**config.mk**
```make
export PLATFORM = sky130hd
export DESIGN_NAME = pe_feeder
export DESIGN_NICKNAME = d
export VERILOG_FILES = /design/src/rtl/pe_feeder.sv
export SDC_FILE = /design/constraint.sdc
export NUM_CORES = 1
export LEC_CHECK = 0
export BUFFER_PORTS_ARGS = -buffer_cell sky130_fd_sc_hd__buf_2
export CORE_MARGIN = 3
export CORE_UTILIZATION = 40
export CTS_CLUSTER_DIAMETER = 50
export CTS_CLUSTER_SIZE = 25
export DETAILED_ROUTE_END_ITERATION = 12
export HOLD_SLACK_MARGIN = 0.02
export SYNTH_ARGS = -nofsm -noshare
export SYNTH_HDL_FRONTEND = slang
export SYNTH_SLANG_ARGS = --single-unit
```
**constraint.sdc**
```tcl
create_clock -name clk -period 14.5 [get_ports clk]
set_input_delay 2.175 -clock clk [delete_from_list [all_inputs] [get_ports clk]]
set_output_delay 2.175 -clock clk [all_outputs]
set_load 0.01 [all_outputs]
```
**src/rtl/pe_feeder.sv**
```systemverilog
`default_nettype none
// ============================================================================
// Module   : pe_feeder
// Purpose  : Streams two tap buffers into a PE for one dot product, then
//            captures and hands off the PE result with a valid/ready handshake.
//            Optional ReLU on the captured result: define PE_FEEDER_RELU_EN.
// Revision : 1.0
// ============================================================================
module pe_feeder #(
    parameter int DEPTH = 9,
    parameter int AW    = 4
) (
    input  logic          clk,
    input  logic          rst,
    input  logic          wr_en_i,
    input  logic          wr_sel_i,
    input  logic [AW-1:0] wr_addr_i,
    input  logic [7:0]    wr_data_i,
    input  logic          start_i,
    input  logic [AW-1:0] tap_cnt_i,
    output logic          busy_o,
    output logic [7:0]    pe_in_o,
    output logic [7:0]    pe_filter_o,
    output logic [1:0]    mode_out_o,
    input  logic [7:0]    pe_result_i,
    output logic          res_valid_o,
    output logic [7:0]    res_data_o,
    input  logic          res_ready_i
);

    localparam logic [1:0] c_idle = 2'd0;
    localparam logic [1:0] c_run  = 2'd1;
    localparam logic [1:0] c_capt = 2'd2;
    localparam logic [1:0] c_out  = 2'd3;

    localparam logic [AW-1:0] c_depth = AW'(DEPTH);
    localparam logic [1:0]    c_mode_rst = 2'd0;
    localparam logic [1:0]    c_mode_acc = 2'd1;

    logic [7:0]    in_buf_q   [DEPTH];
    logic [7:0]    filt_buf_q [DEPTH];

    logic [1:0]    state_q,     state_d;
    logic [AW-1:0] k_q,         k_d;
    logic [AW-1:0] n_q,         n_d;
    logic [7:0]    pe_in_q,     pe_in_d;
    logic [7:0]    pe_filter_q, pe_filter_d;
    logic [1:0]    mode_q,      mode_d;
    logic [7:0]    res_data_q,  res_data_d;

    logic          w_wr_ok;
    logic [AW-1:0] w_rd_idx;
    logic [7:0]    w_rd_in;
    logic [7:0]    w_rd_filt;
    logic [7:0]    w_capt_val;
    logic [AW-1:0] w_run_len;

    assign busy_o      = (state_q != c_idle);
    assign res_valid_o = (state_q == c_out);
    assign pe_in_o     = pe_in_q;
    assign pe_filter_o = pe_filter_q;
    assign mode_out_o  = mode_q;
    assign res_data_o  = res_data_q;

    // Out-of-range addresses match no entry in the decode loop and are dropped.
    assign w_wr_ok = wr_en_i && !busy_o;

    always_ff @(posedge clk or posedge rst) begin
        if (rst) begin
            for (int i = 0; i < DEPTH; i++) begin
                in_buf_q[i]   <= 8'h00;
                filt_buf_q[i] <= 8'h00;
            end
        end else begin
            for (int i = 0; i < DEPTH; i++) begin
                if (w_wr_ok && (wr_addr_i == AW'(i))) begin
                    if (wr_sel_i) begin
                        filt_buf_q[i] <= wr_data_i;
                    end else begin
                        in_buf_q[i]   <= wr_data_i;
                    end
                end
            end
        end
    end

    // Operands are fetched one entry ahead so they are registered in the tap cycle.
    assign w_rd_idx = (state_q == c_run) ? (k_q + AW'(1)) : '0;

    always_comb begin
        w_rd_in   = 8'h00;
        w_rd_filt = 8'h00;
        for (int i = 0; i < DEPTH; i++) begin
            if (w_rd_idx == AW'(i)) begin
                w_rd_in   = in_buf_q[i];
                w_rd_filt = filt_buf_q[i];
            end
        end
    end

    assign w_run_len = (tap_cnt_i > c_depth) ? c_depth : tap_cnt_i;

`ifdef PE_FEEDER_RELU_EN
    assign w_capt_val = pe_result_i[7] ? 8'h00 : pe_result_i;
`else
    assign w_capt_val = pe_result_i;
`endif

    always_comb begin
        state_d     = state_q;
        k_d         = k_q;
        n_d         = n_q;
        pe_in_d     = 8'h00;
        pe_filter_d = 8'h00;
        mode_d      = c_mode_rst;
        res_data_d  = res_data_q;
        case (state_q)
            c_idle: begin
                if (start_i && (tap_cnt_i != '0)) begin
                    state_d     = c_run;
                    k_d         = '0;
                    n_d         = w_run_len;
                    pe_in_d     = w_rd_in;
                    pe_filter_d = w_rd_filt;
                    mode_d      = c_mode_acc;
                end
            end
            c_run: begin
                if (k_q == (n_q - AW'(1))) begin
                    state_d = c_capt;
                    k_d     = '0;
                end else begin
                    k_d         = k_q + AW'(1);
                    pe_in_d     = w_rd_in;
                    pe_filter_d = w_rd_filt;
                    mode_d      = c_mode_acc;
                end
            end
            c_capt: begin
                res_data_d = w_capt_val;
                state_d    = c_out;
            end
            c_out: begin
                if (res_ready_i) begin
                    state_d = c_idle;
                end
            end
            default: begin
                state_d = c_idle;
            end
        endcase
    end

    always_ff @(posedge clk or posedge rst) begin
        if (rst) begin
            state_q     <= c_idle;
            k_q         <= '0;
            n_q         <= '0;
            pe_in_q     <= 8'h00;
            pe_filter_q <= 8'h00;
            mode_q      <= c_mode_rst;
            res_data_q  <= 8'h00;
        end else begin
            state_q     <= state_d;
            k_q         <= k_d;
            n_q         <= n_d;
            pe_in_q     <= pe_in_d;
            pe_filter_q <= pe_filter_d;
            mode_q      <= mode_d;
            res_data_q  <= res_data_d;
        end
    end

endmodule
`default_nettype wire

```
# [After elaboration in Yosys (flattened, before gate mapping)]
# Cells that the tools add are included.
[word_totals] regBits=180 input_bits=30 out_inout_bits=28 wordCells=127
[op_classes] n_addsub=2 order_cmp=1 eq_ne=23 n_mux=36 bitwise_logic=1 n_reduce_logical=39
[ops] operator="8-bit two-way mux" count=22
[ops] operator="2-bit AND reduction" count=20
[ops] operator="4-bit by 3-bit == test with 1-bit output (second input constant)" count=8
[ops] operator="8-bit one-hot mux with 2 select lines" count=2
[ops] operator="4-bit by 2-bit == test with 1-bit output (second input constant)" count=4
[ops] operator="4-bit two-way mux" count=4
[ops] operator="1-bit logical AND" count=11
[ops] operator="4-bit by 1-bit == test with 1-bit output (second input constant)" count=2
[ops] operator="4-bit == test (second input constant)" count=2
[ops] operator="4-bit zero test" count=2
[ops] operator="2-bit one-hot mux with 4 select lines" count=1
[ops] operator="4-bit one-hot mux with 2 select lines" count=1
[ops] operator="2-bit two-way mux" count=3
[ops] operator="4-bit by 1-bit adder with 4-bit output (second input constant)" count=1
[ops] operator="2-bit == test (second input constant)" count=2
[ops] operator="4-bit == test" count=1
[ops] operator="4-bit > comparator (second input constant)" count=1
[ops] operator="2-bit by 1-bit != test with 1-bit output (second input constant)" count=2
[ops] operator="2-bit nonzero test" count=2
[ops] operator="4-bit nonzero test" count=1
[ops] operator="4-bit by 1-bit subtractor with 4-bit output (second input constant)" count=1
[ops] operator="3-bit AND reduction" count=1
[ops] operator="2-bit by 1-bit == test with 1-bit output (second input constant)" count=1
[ops] operator="2-bit zero test" count=1
[ops] operator="5 further kinds" count=6

# [Longest topological paths before layout]
# Gate-level depths: netlist of the first run.
[logic_depth] ltp_word=14 depth_mapped=10 ltp_nobuf=9

# [Least setup slack after synthesis of the first run]
# Ideal clock, no wire load.
[synth_path] path_type="input-to-reg" startpoint="input wr_sel_i" endpoint="register in_buf_q[41] in the netlist's numbering" setup_ps=125 arrival_ps=3520 t_required_ps=14375 slack_ps=10856 cell_stages=4 path_buffers=1 cell_sequence="or4_1 > clkbuf_1 > nor2_2 > mux2_2"
[synth_between] elab_chain_len=2
[synth_lines] element="from (decl)" line="16" source="input logic wr_sel_i,"
[synth_lines] element="1-bit inverter (no line)"
[synth_lines] element="2-bit AND reduction (no line)"
[synth_lines] element="to (signal, indexed assignment)" line="80" source="in_buf_q[i] <= wr_data_i;"
[synth_lines] element="to (decl)" line="40" source="logic [7:0] in_buf_q [DEPTH];"
# No other way between the ends.
# A chain may end at the register's enable or synchronous reset.

# [Worst setup path in the final report of the first run]
[layout_path] startpoint="input tap_cnt_i[1]" endpoint="register pe_filter_q[2] (netlist: pe_filter_o[2])"
[layout_between] elab_chain_len=4
[layout_lines] element="from (decl)" line="20" source="input logic [AW-1:0] tap_cnt_i,"
[layout_lines] element="4-bit nonzero test" line="119" source="if (start_i && (tap_cnt_i != '0)) begin"
[layout_lines] element="1-bit logical AND" line="119"
[layout_lines] element="8-bit two-way mux" line="119"
[layout_lines] element="8-bit one-hot mux with 2 select lines" line="117" source="case (state_q)"
[layout_lines] element="named net pe_filter_d[2]" line="47" source="logic [7:0] pe_filter_q, pe_filter_d;"
[layout_lines] element="to (signal assigned)" line="168" source="pe_filter_q <= pe_filter_d;"
[layout_lines] element="to (decl)" line="47"
# The timed path passes the listed nets, and every way through them passes these cells.

==> reports/qor.yml, run 1 <==
cts_buffers: 17
syn_inst: 703
fin_skew_ns: 0.00688
hp-start: "in_buf_q[40]"
ios: 58
totalWireLength_um: 23300
tns_ns: 0
die_area_um2: 23900
grt_pass1_wl_um: 36500
synth-seq-cells: 179
mostFrequentLayoutCells: "dfrtp_1, mux2_2, buf_2"
slew_headroom_pct: 18.5
total_power_w: 0.00176
maxCapViolCount: 0
post-cts-setup-buffer-count: 0
synth.avg_cell_area_um2: 12.5
fillers: 1932
h-tree-depth: 4
ff2ff_path_depth: 6
start_util_pct: 41.3
rsz0062_at_grt: "no"
setup_violations: 0
die_h_um: 154
cts.sinks: 179
gr-usage-all-layers_pct: 19.8
r2r-start: "k_q[1]"
coreArea_um2: 21400
drive_gt1_share_pct: 37.7
antenna_found_initial: 0
area_growth_syn_to_layout_pct: 11.9
drc: 0
fin_crit_sh_pct: 27.3
cts_resized: 0
hpwl_um: 15800
insertion_delay_ns: 0.44
cp.arrival_ns: 4.25
power-per-cell-area_nw_per_um2: 179
row_count: 53
avgRoutedWirePerCell_um: 22.8
min_path_type: "register to register"
status: "finished clean"
ir_worst_vdd_mv: 0.0910
ctsHoldBuffers: 0
grt_max_degree: 104
die_w_um: 154
grt_overflow: 0
ys.flop_type: "dfrtp_1"
root_buffer: "clkbuf_16"
fin_crit_ns: 3.95
viasPerCell: 5.97
regToRegSetupSlack_ns: 10.74
seq_area_frac_synth_pct: 50.8
io_buffers: 56
critPathRequiredTime_ns: 14.80
layout_commonest_cell: "dfrtp_1"
cts_tree: "built"
hold_viol_final: 0
clkSlewWorstSetupHoldPaths_ns: 0.07
maxSlewViolCount: 0
first_pass_iters: 5
via_count: 6096
synthesis.nets: 739
whs_path_depth: 1
worst_pin_slew_ns: 1.22
async_reset_ff_share_pct: 100
worst_setup_path_start_kind: "input pin"
critical_path_class: "input pin to register"
synth_edf_count: 0
ys_warn_count: 0
diodes: 0
fmax_ghz: 0.253
layout.nets: 769
hold_path_end: "in_buf_q[40]"
ctsLongestPathBuffers: 2
yosysUniqueCellTypes: 66
place_congestion: 0.854
grt_pass1_vias: 6240
netlist_area_um2: 8820
ant_nets: 0
cp_max_fo: 16
drt_iter0_markers: 394
leakagePower_nw: 4.62
timing.rr.end: "pe_in_o[5]"
cp-end-kind: "register"
worst max-delay path by stage:
stage | from | endpoint | slack, ns | cells after the start
after floorplan | rst | filt_buf_q[0] | 7.47 | 1
after global placement | tap_cnt_i[1] | pe_filter_o[2] | 10.21 | 7
after detailed placement | tap_cnt_i[1] | pe_filter_o[2] | 10.10 | 7
after CTS | tap_cnt_i[1] | pe_filter_o[2] | 10.55 | 7
after global routing | tap_cnt_i[1] | pe_filter_o[2] | 10.43 | 7
final | tap_cnt_i[1] | pe_filter_o[2] | 10.55 | 7
state kept, by name (all words and copies together), names as in the netlist:
register     count
state_q          2
mode_out_o       1
n_q              4
pe_filter_o      8
pe_in_o          8
k_q              4
res_data_o       8
filt_buf_q      72
in_buf_q        72
final cells by class:
| cell class | count | area [um^2] | share of cell area, % |
|---|---|---|---|
| clock buffer | 20 | 457 | 4.63 |
| clock inverter | 12 | 168 | 1.70 |
| inverter | 10 | 42.5 | 0.431 |
| multi-input combinational | 465 | 4070 | 41.2 |
| sequential | 179 | 4480 | 45.4 |
| tap | 275 | 344 | 3.49 |
| timing repair buffer | 60 | 310 | 3.14 |
where the power goes:
group / internal, W / switching, W
clock network: 0.000284 / 0.000205
logic: 0.000238 / 0.000329
registers: 0.000625 / 0.0000827
logic make-up after synthesis:
logic type	synth area share, %
AOI/OAI and AO/OA	15.3
xor gates and xnor gates	0.596
adders and majority gates	0.851
buffers and inverters	3.09
DFF	50.8
muxes	22.5
other	0.0425
and+or+nand+nor	6.80
Yosys cell counts, types with 12 or more instances:
library cell,count,area (um^2)
dfrtp_1,179,4480
mux2_2,163,1840
nand2_1,38,143
clkbuf_1,24,90.1
o22ai_1,19,119
nor2_1,18,67.6
a32oi_1,15,131
o21ai_0,15,75.1
a211oi_1,13,97.6
a22o_1,13,114
a32o_1,13,130
buf_2,13,65.1
mux2i_1,13,130
a22oi_1,12,90.1
metrics by stage:
step	setup WS [ns]	std cells	hold slack (ns)	area, um^2	util (%)
after global routing	10.43	1021	0.513	9870	46.2
after floorplan	7.47	703	0.459	8820	-
after detailed placement	10.10	989	0.480	9250	43.3
final	10.55	1021	0.500	9870	46.2
after global placement	10.21	989	0.478	9250	43.3
after CTS	10.55	1021	0.500	9870	46.2
metal layers:
| metal | vias to the layer above | GRT usage [%] | wire (um) |
|---|---|---|---|
| met2 | 161 | 31.0 | 10800 |
| li1 | 2712 | - | - |
| met3 | 29 | 4.06 | 1100 |
| met4 | 0 | 6.73 | 449 |
| met1 | 3194 | 27.7 | 10900 |
| met5 | - | 0 | 0 |
worst max-delay path, cell delays in order:
cell	delay [ns]
buf_2	0.11
o41a_1	0.42
nand2_1	0.20
a21boi_2	0.94
inv_1	0.15
o311ai_0	0.17
a31oi_1	0.07
Note: power is estimated with default switching activity, not from simulation.
==> run 2, diff against run 1 <==
==> constraint.sdc (replaced) <==
create_clock -name clk -period 3.85 [get_ports clk]
set_input_delay 0.5775 -clock clk [delete_from_list [all_inputs] [get_ports clk]]
set_output_delay 0.5775 -clock clk [all_outputs]
set_load 0.01 [all_outputs]
==> run 2 against run 1 <==
Core utilization is 0.15 points higher; clock power rose to 3.4 times the previous value; global-route usage up 0.099 points; die area is the same; sequential power grew to 3.8 times the previous value; highest routed layer unchanged; critical path depth down 1.
==> reports/qor.yml, run 2 (synthesized netlist as in run 1, its figures left out) <==
ctsLongestPathBuffers: 2  # unchanged
antenna_found_initial: 0  # unchanged
avgRoutedWirePerCell_um: 22.7  # was 22.8 um
hold_viol_final: 0  # unchanged
status: "finished clean"  # unchanged
wl_met3_um: 1330  # was 1100 um
slew_headroom_pct: 30.5  # was 18.5%
cp_max_fo: 16  # unchanged
ctsHoldBuffers: 0  # unchanged
worst_slack_ns: 0.805  # was 10.55 ns
hpwl_um: 16300  # was 15800 um
die_h_um: 154  # unchanged
cts.sinks: 179  # unchanged
cp_cell_sequence: "ha_1 -> buf_4 -> a2111oi_4 -> a32oi_1 -> a22o_1 -> a311oi_2"  # was buf_2 -> o41a_1 -> nand2_1 -> a21boi_2 -> inv_1 -> o311ai_0 -> a31oi_1
cts_buffers: 17  # unchanged
insertion_delay_ns: 0.44  # about the same
via_count: 6129  # was 6096
regToRegSetupSlack_ns: 0.80  # was 10.74 ns
drt_iter0_markers: 476  # was 394
dr_wl_met2_um: 10600  # was 10800 um
die_w_um: 154  # unchanged
min_path_type: "input pin to asynchronous set/reset pin"  # was register to register
post-cts-setup-buffer-count: 0  # unchanged
crit_family: "compound AO/OA/AOI/OAI gates"  # unchanged
drc: 0  # unchanged
grt_max_degree: 58  # was 104
power-per-cell-area_nw_per_um2: 657  # was 179 nW/um^2
root_buffer: "clkbuf_16"  # unchanged
setup_violations: 0  # unchanged
diodes: 0  # unchanged
pre_cts_slack_ns: 0.890  # was 10.10 ns
tns_ns: 0  # unchanged
met1_length_um: 11000  # was 10900 um
grt_pass1_vias: 6178  # was 6240
fmax_ghz: 0.328
first_pass_iters: 5  # unchanged
viasPerCell: 5.96  # was 5.97
reg.largest.list: "filt_buf_q x72, in_buf_q x72"  # unchanged
leakagePower_nw: 4.64  # was 4.62 nW
maxCapViolCount: 0  # unchanged
clkSlewWorstSetupHoldPaths_ns: 0.07  # about the same
grt_pass1_wl_um: 36900  # was 36500 um
worst_setup_path_start_kind: "register"  # was input pin
totalWireLength_um: 23400  # was 23300 um
cpPeakStageDelay_ns: 0.90  # was 0.94 ns
ios: 58  # unchanged
h-tree-depth: 4  # unchanged
mostFrequentLayoutCells: "dfrtp_1, mux2_2, buf_2"  # unchanged
cp-end-kind: "register"  # unchanged
top_layer_used: "met4"  # unchanged
ant_nets: 0  # unchanged
die_area_um2: 23900  # unchanged
drive_gt1_share_pct: 38.4  # was 37.7%
fin_skew_ns: 0.0159  # was 0.00688 ns
io_buffers: 56  # unchanged
cts_resized: 0  # unchanged
crit_slowest_cell: "a2111oi_4"  # was a21boi_2
maxSlewViolCount: 0  # unchanged
place_congestion: 0.917  # was 0.854
ir_worst_vdd_mv: 0.356  # was 0.0910 mV
start_util_pct: 41.3  # unchanged
area_growth_syn_to_layout_pct: 12.3  # was 11.9%
fin_crit_sh_pct: 79.1
cp_num_buf_inv: 1  # was 2
ff2ff_path_depth: 6  # unchanged
grt_overflow: 0  # unchanged
critPathRequiredTime_ns: 4.18  # was 14.80 ns
rsz0062_at_grt: "no"  # unchanged
critical_path_class: "register to register"  # was input pin to register
row_count: 53  # unchanged
r2r-start: "k_q[1]"  # unchanged
cts_tree: "built"  # unchanged
layout_commonest_cell: "dfrtp_1"  # unchanged
cp.arrival_ns: 3.38  # was 4.25 ns
gr-usage-all-layers_pct: 19.9  # was 19.8%
worst_pin_slew_ns: 1.04  # was 1.22 ns
layout.nets: 776  # was 769
timing.rr.end: "pe_filter_o[5]"  # was pe_in_o[5]
fin_crit_ns: 3.05
coreArea_um2: 21400  # unchanged
[run 2: layer usage]
metal | global-route usage (%) | up-vias
li1 | - | 2718
met1 | 29.1 | 3195
met2 | 29.5 | 187
met3 | 4.67 | 29
met4 | 6.27 | 0
met5 | 0 | -
[run 2: power breakdown]
group          switching [W]  internal (W)
registers           0.000325       0.00235
clock network       0.000813      0.000856
logic                0.00123      0.000926
total                0.00237       0.00414
[run 2: through the flow]
stage | util (%) | power [W] | hold slack [ns] | std cells | area, um^2
after floorplan | - | 0.00420 | 0.459 | 703 | 8820
after global placement | 43.7 | 0.00478 | 0.482 | 996 | 9330
after detailed placement | 43.7 | 0.00484 | 0.481 | 996 | 9330
after CTS | 46.4 | 0.00653 | 0.361 | 1028 | 9900
after global routing | 46.4 | 0.00685 | 0.369 | 1028 | 9900
final | 46.4 | 0.00650 | 0.353 | 1028 | 9900
[run 2: worst max path at each step]
stage | slack (ns) | cells past startpoint | to | from
floorplan | 0.98 | 1 | filt_buf_q[0] | rst
global placement | 1.02 | 6 | pe_filter_o[7] | k_q[1]
detailed placement | 0.89 | 6 | pe_filter_o[5] | k_q[1]
CTS | 0.90 | 6 | pe_filter_o[5] | k_q[1]
global route | 0.76 | 6 | pe_filter_o[5] | k_q[1]
finish | 0.80 | 6 | pe_filter_o[5] | k_q[1]
[run 2: cell type report]
class / instances / area (um^2)
inverters: 10 / 41.3
repair buffers: 67 / 400
fillers: 1929 / 11500
clock inverters: 15 / 143
multi-input cells: 465 / 4070
flip-flops and latches: 179 / 4480
clock buffers: 17 / 425
well taps: 275 / 344
==> run 3, diff against run 2 <==
==> constraint.sdc (replaced) <==
create_clock -name clk -period 3 [get_ports clk]
set_input_delay 0.45 -clock clk [delete_from_list [all_inputs] [get_ports clk]]
set_output_delay 0.45 -clock clk [all_outputs]
set_load 0.01 [all_outputs]
==> run 3 against run 2 <==
Global-route usage rose by 0.21 points; cell count rose by 1.1%; sequential share of layout area fell by 0.44 points; highest routed layer unchanged.
==> reports/qor.yml, run 3 (synthesized netlist as in run 1, its figures left out) <==
comb_power_share_pct: 33.9  # was 33.1%
slew_headroom_pct: 50.6  # was 30.5%
cts.sinks: 179  # unchanged
first_pass_iters: 5  # unchanged
drive_gt1_share_pct: 39.0  # was 38.4%
cp.arrival_ns: 3.14  # was 3.38 ns
totalWireLength_um: 23700  # was 23400 um
fmax_ghz: 0.356  # was 0.328 GHz
grt_pass1_vias: 6272  # was 6178
cp_cell_sequence: "inv_1 -> ha_1 -> buf_4 -> nand2_1 -> mux2i_1 -> nand2_1 -> a32o_1 -> a211oi_2"  # was ha_1 -> buf_4 -> a2111oi_4 -> a32oi_1 -> a22o_1 -> a311oi_2
critical_path_class: "register to register"  # unchanged
root_buffer: "clkbuf_16"  # unchanged
grt_overflow: 0  # unchanged
die_w_um: 154  # unchanged
ff2ff_path_depth: 8  # was 6
maxSlewViolCount: 0  # unchanged
r2r-start: "state_q[1]"  # was k_q[1]
start_util_pct: 41.3  # unchanged
reg.largest.list: "filt_buf_q x72, in_buf_q x72"  # unchanged
drt_iter0_markers: 513  # was 476
maxCapViolCount: 0  # unchanged
power.share.sequential_pct: 40.0  # was 41.2%
ant_nets: 0  # unchanged
cp-end-kind: "register"  # unchanged
clkSlewWorstSetupHoldPaths_ns: 0.07  # about the same
leakagePower_nw: 4.71  # was 4.64 nW
hold_viol_final: 0  # unchanged
worst_setup_path_start_kind: "register"  # unchanged
crit_slowest_cell: "nand2_1"  # was a2111oi_4
drc: 0  # unchanged
h-tree-depth: 4  # unchanged
insertion_delay_ns: 0.43  # was 0.44 ns
pre_cts_slack_ns: 0.177  # was 0.890 ns
cts_resized: 0  # unchanged
power.switching_w: 0.00301  # was 0.00237 W
ir_worst_vdd_mv: 0.366  # was 0.356 mV
hpwl_um: 16600  # was 16300 um
cpMostUsedCell: "nand2_1"
fin_skew_ns: 0.0117  # was 0.0159 ns
io_buffers: 56  # unchanged
coreArea_um2: 21400  # unchanged
fin_crit_ns: 2.81  # was 3.05 ns
regToRegSetupSlack_ns: 0.19  # was 0.80 ns
gr-usage-all-layers_pct: 20.2  # was 19.9%
avgRoutedWirePerCell_um: 22.8  # was 22.7 um
row_count: 53  # unchanged
rsz0062_at_grt: "no"  # unchanged
use_met3_pct: 5.43  # was 4.67%
min_path_type: "input pin to asynchronous set/reset pin"  # unchanged
met2_usage_pct: 30.4  # was 29.5%
antenna_found_initial: 0  # unchanged
diodes: 0  # unchanged
layout_commonest_cell: "dfrtp_1"  # unchanged
tns_ns: 0  # unchanged
viasPerCell: 5.98  # was 5.96
worst_slack_ns: 0.190  # was 0.805 ns
power-per-cell-area_nw_per_um2: 855  # was 657 nW/um^2
die_area_um2: 23900  # unchanged
grt_use_met1_pct: 29.3  # was 29.1%
cts_tree: "built"  # unchanged
fin_crit_sh_pct: 93.7  # was 79.1%
layout.nets: 788  # was 776
setup_violations: 0  # unchanged
via_count: 6213  # was 6129
place_congestion: 0.938  # was 0.917
grt_pass1_wl_um: 37200  # was 36900 um
die_h_um: 154  # unchanged
swShare_pct: 35.3  # was 36.4%
critPathRequiredTime_ns: 3.34  # was 4.18 ns
ctsLongestPathBuffers: 2  # unchanged
cts_buffers: 17  # unchanged
status: "finished clean"  # unchanged
ios: 58  # unchanged
area_growth_syn_to_layout_pct: 13.4  # was 12.3%
mostFrequentLayoutCells: "dfrtp_1, mux2_2, buf_2"  # unchanged
top_usage_layer: "met2"  # unchanged
timing.rr.end: "pe_in_o[2]"  # was pe_filter_o[5]
grt_max_degree: 132  # was 58
worst_pin_slew_ns: 0.741  # was 1.04 ns
startpoint: "state_q[1]"  # was k_q[1]
p_int_w: 0.00553  # was 0.00414 W
cpPeakStageDelay_ns: 0.45  # was 0.90 ns
clkPwrFrac_pct: 26.1  # was 25.7%
cp_max_fo: 13  # was 16
==> run 3: cell types whose count changed in the layout (fill, tap and decap cells not counted), sizes merged <==
cell,change
inv,-4
bufinv,+2
clkbuf,+2
clkinv,+1
clkinvlp,-2
buf,+12
==> run 3: power by group through the flow <==
| stage | Sequential [W] | Combinational (W) | Clock [W] |
|---|---|---|---|
| after detailed placement | 0.00346 | 0.00285 | 0 |
| final | 0.00342 | 0.00290 | 0.00223 |
| after global routing | 0.00349 | 0.00315 | 0.00237 |
| after CTS | 0.00342 | 0.00286 | 0.00228 |
| after floorplan | 0.00336 | 0.00203 | 0 |
| after global placement | 0.00343 | 0.00277 | 0 |
==> run 3: what timing repair did <==
item                                    4_1_cts  5_1_grt
endpoints found under the setup margin        0        2
hold buffers                                  0        0
setup buffers                                 0        1
==> run 3: cell type report <==
type                    count  area [um^2]
flip-flops and latches    179         4480
fillers                  1956        11400
inverters                  10         41.3
multi-input cells         465         4070
clock inverters            12          154
repair buffers             79          478
clock buffers              19          433
well taps                 275          344
==> run 3: per-layer routing <==
metal,part of all wire (%),wire (um),vias to the layer above
li1,-,-,2741
met5,0,0,-
met2,45,10700,211
met1,47,11100,3235
met3,6.6,1550,26
met4,1.4,332,0
==> run 3: stage by stage <==
stage | hold slack [ns] | total power, W | utilization [%] | cell area (um^2) | cells
6_report | 0.195 | 0.00855 | 46.8 | 10000 | 1039
2_1_floorplan | 0.459 | 0.00539 | - | 8820 | 703
3_5_place_dp | 0.492 | 0.00631 | 44.0 | 9390 | 1007
4_1_cts | 0.236 | 0.00855 | 46.7 | 9980 | 1038
5_1_grt | 0.238 | 0.00901 | 46.8 | 10000 | 1039
3_3_place_gp | 0.482 | 0.00620 | 44.0 | 9390 | 1007
==> run 3: critical path: cells and delay by family (launching register included) <==
kind	cells	cell delay (ns)
compound gates	2	0.63
simple gates	2	0.53
mux	1	0.43
flops	1	0.42
fa+ha+maj	1	0.37
buf+inv	2	0.33
==> run 3: worst max-delay path by stage <==
| stage | end | slack (ns) | depth (start not counted) |
|---|---|---|---|
| 2_1_floorplan | filt_buf_q[0] | 0.26 | 1 |
| 3_3_place_gp | pe_in_o[3] | 0.30 | 7 |
| 3_5_place_dp | pe_in_o[3] | 0.18 | 7 |
| 4_1_cts | pe_in_o[3] | 0.16 | 7 |
| 5_1_grt | pe_in_o[2] | 0.04 | 8 |
| 6_report | pe_in_o[2] | 0.19 | 8 |
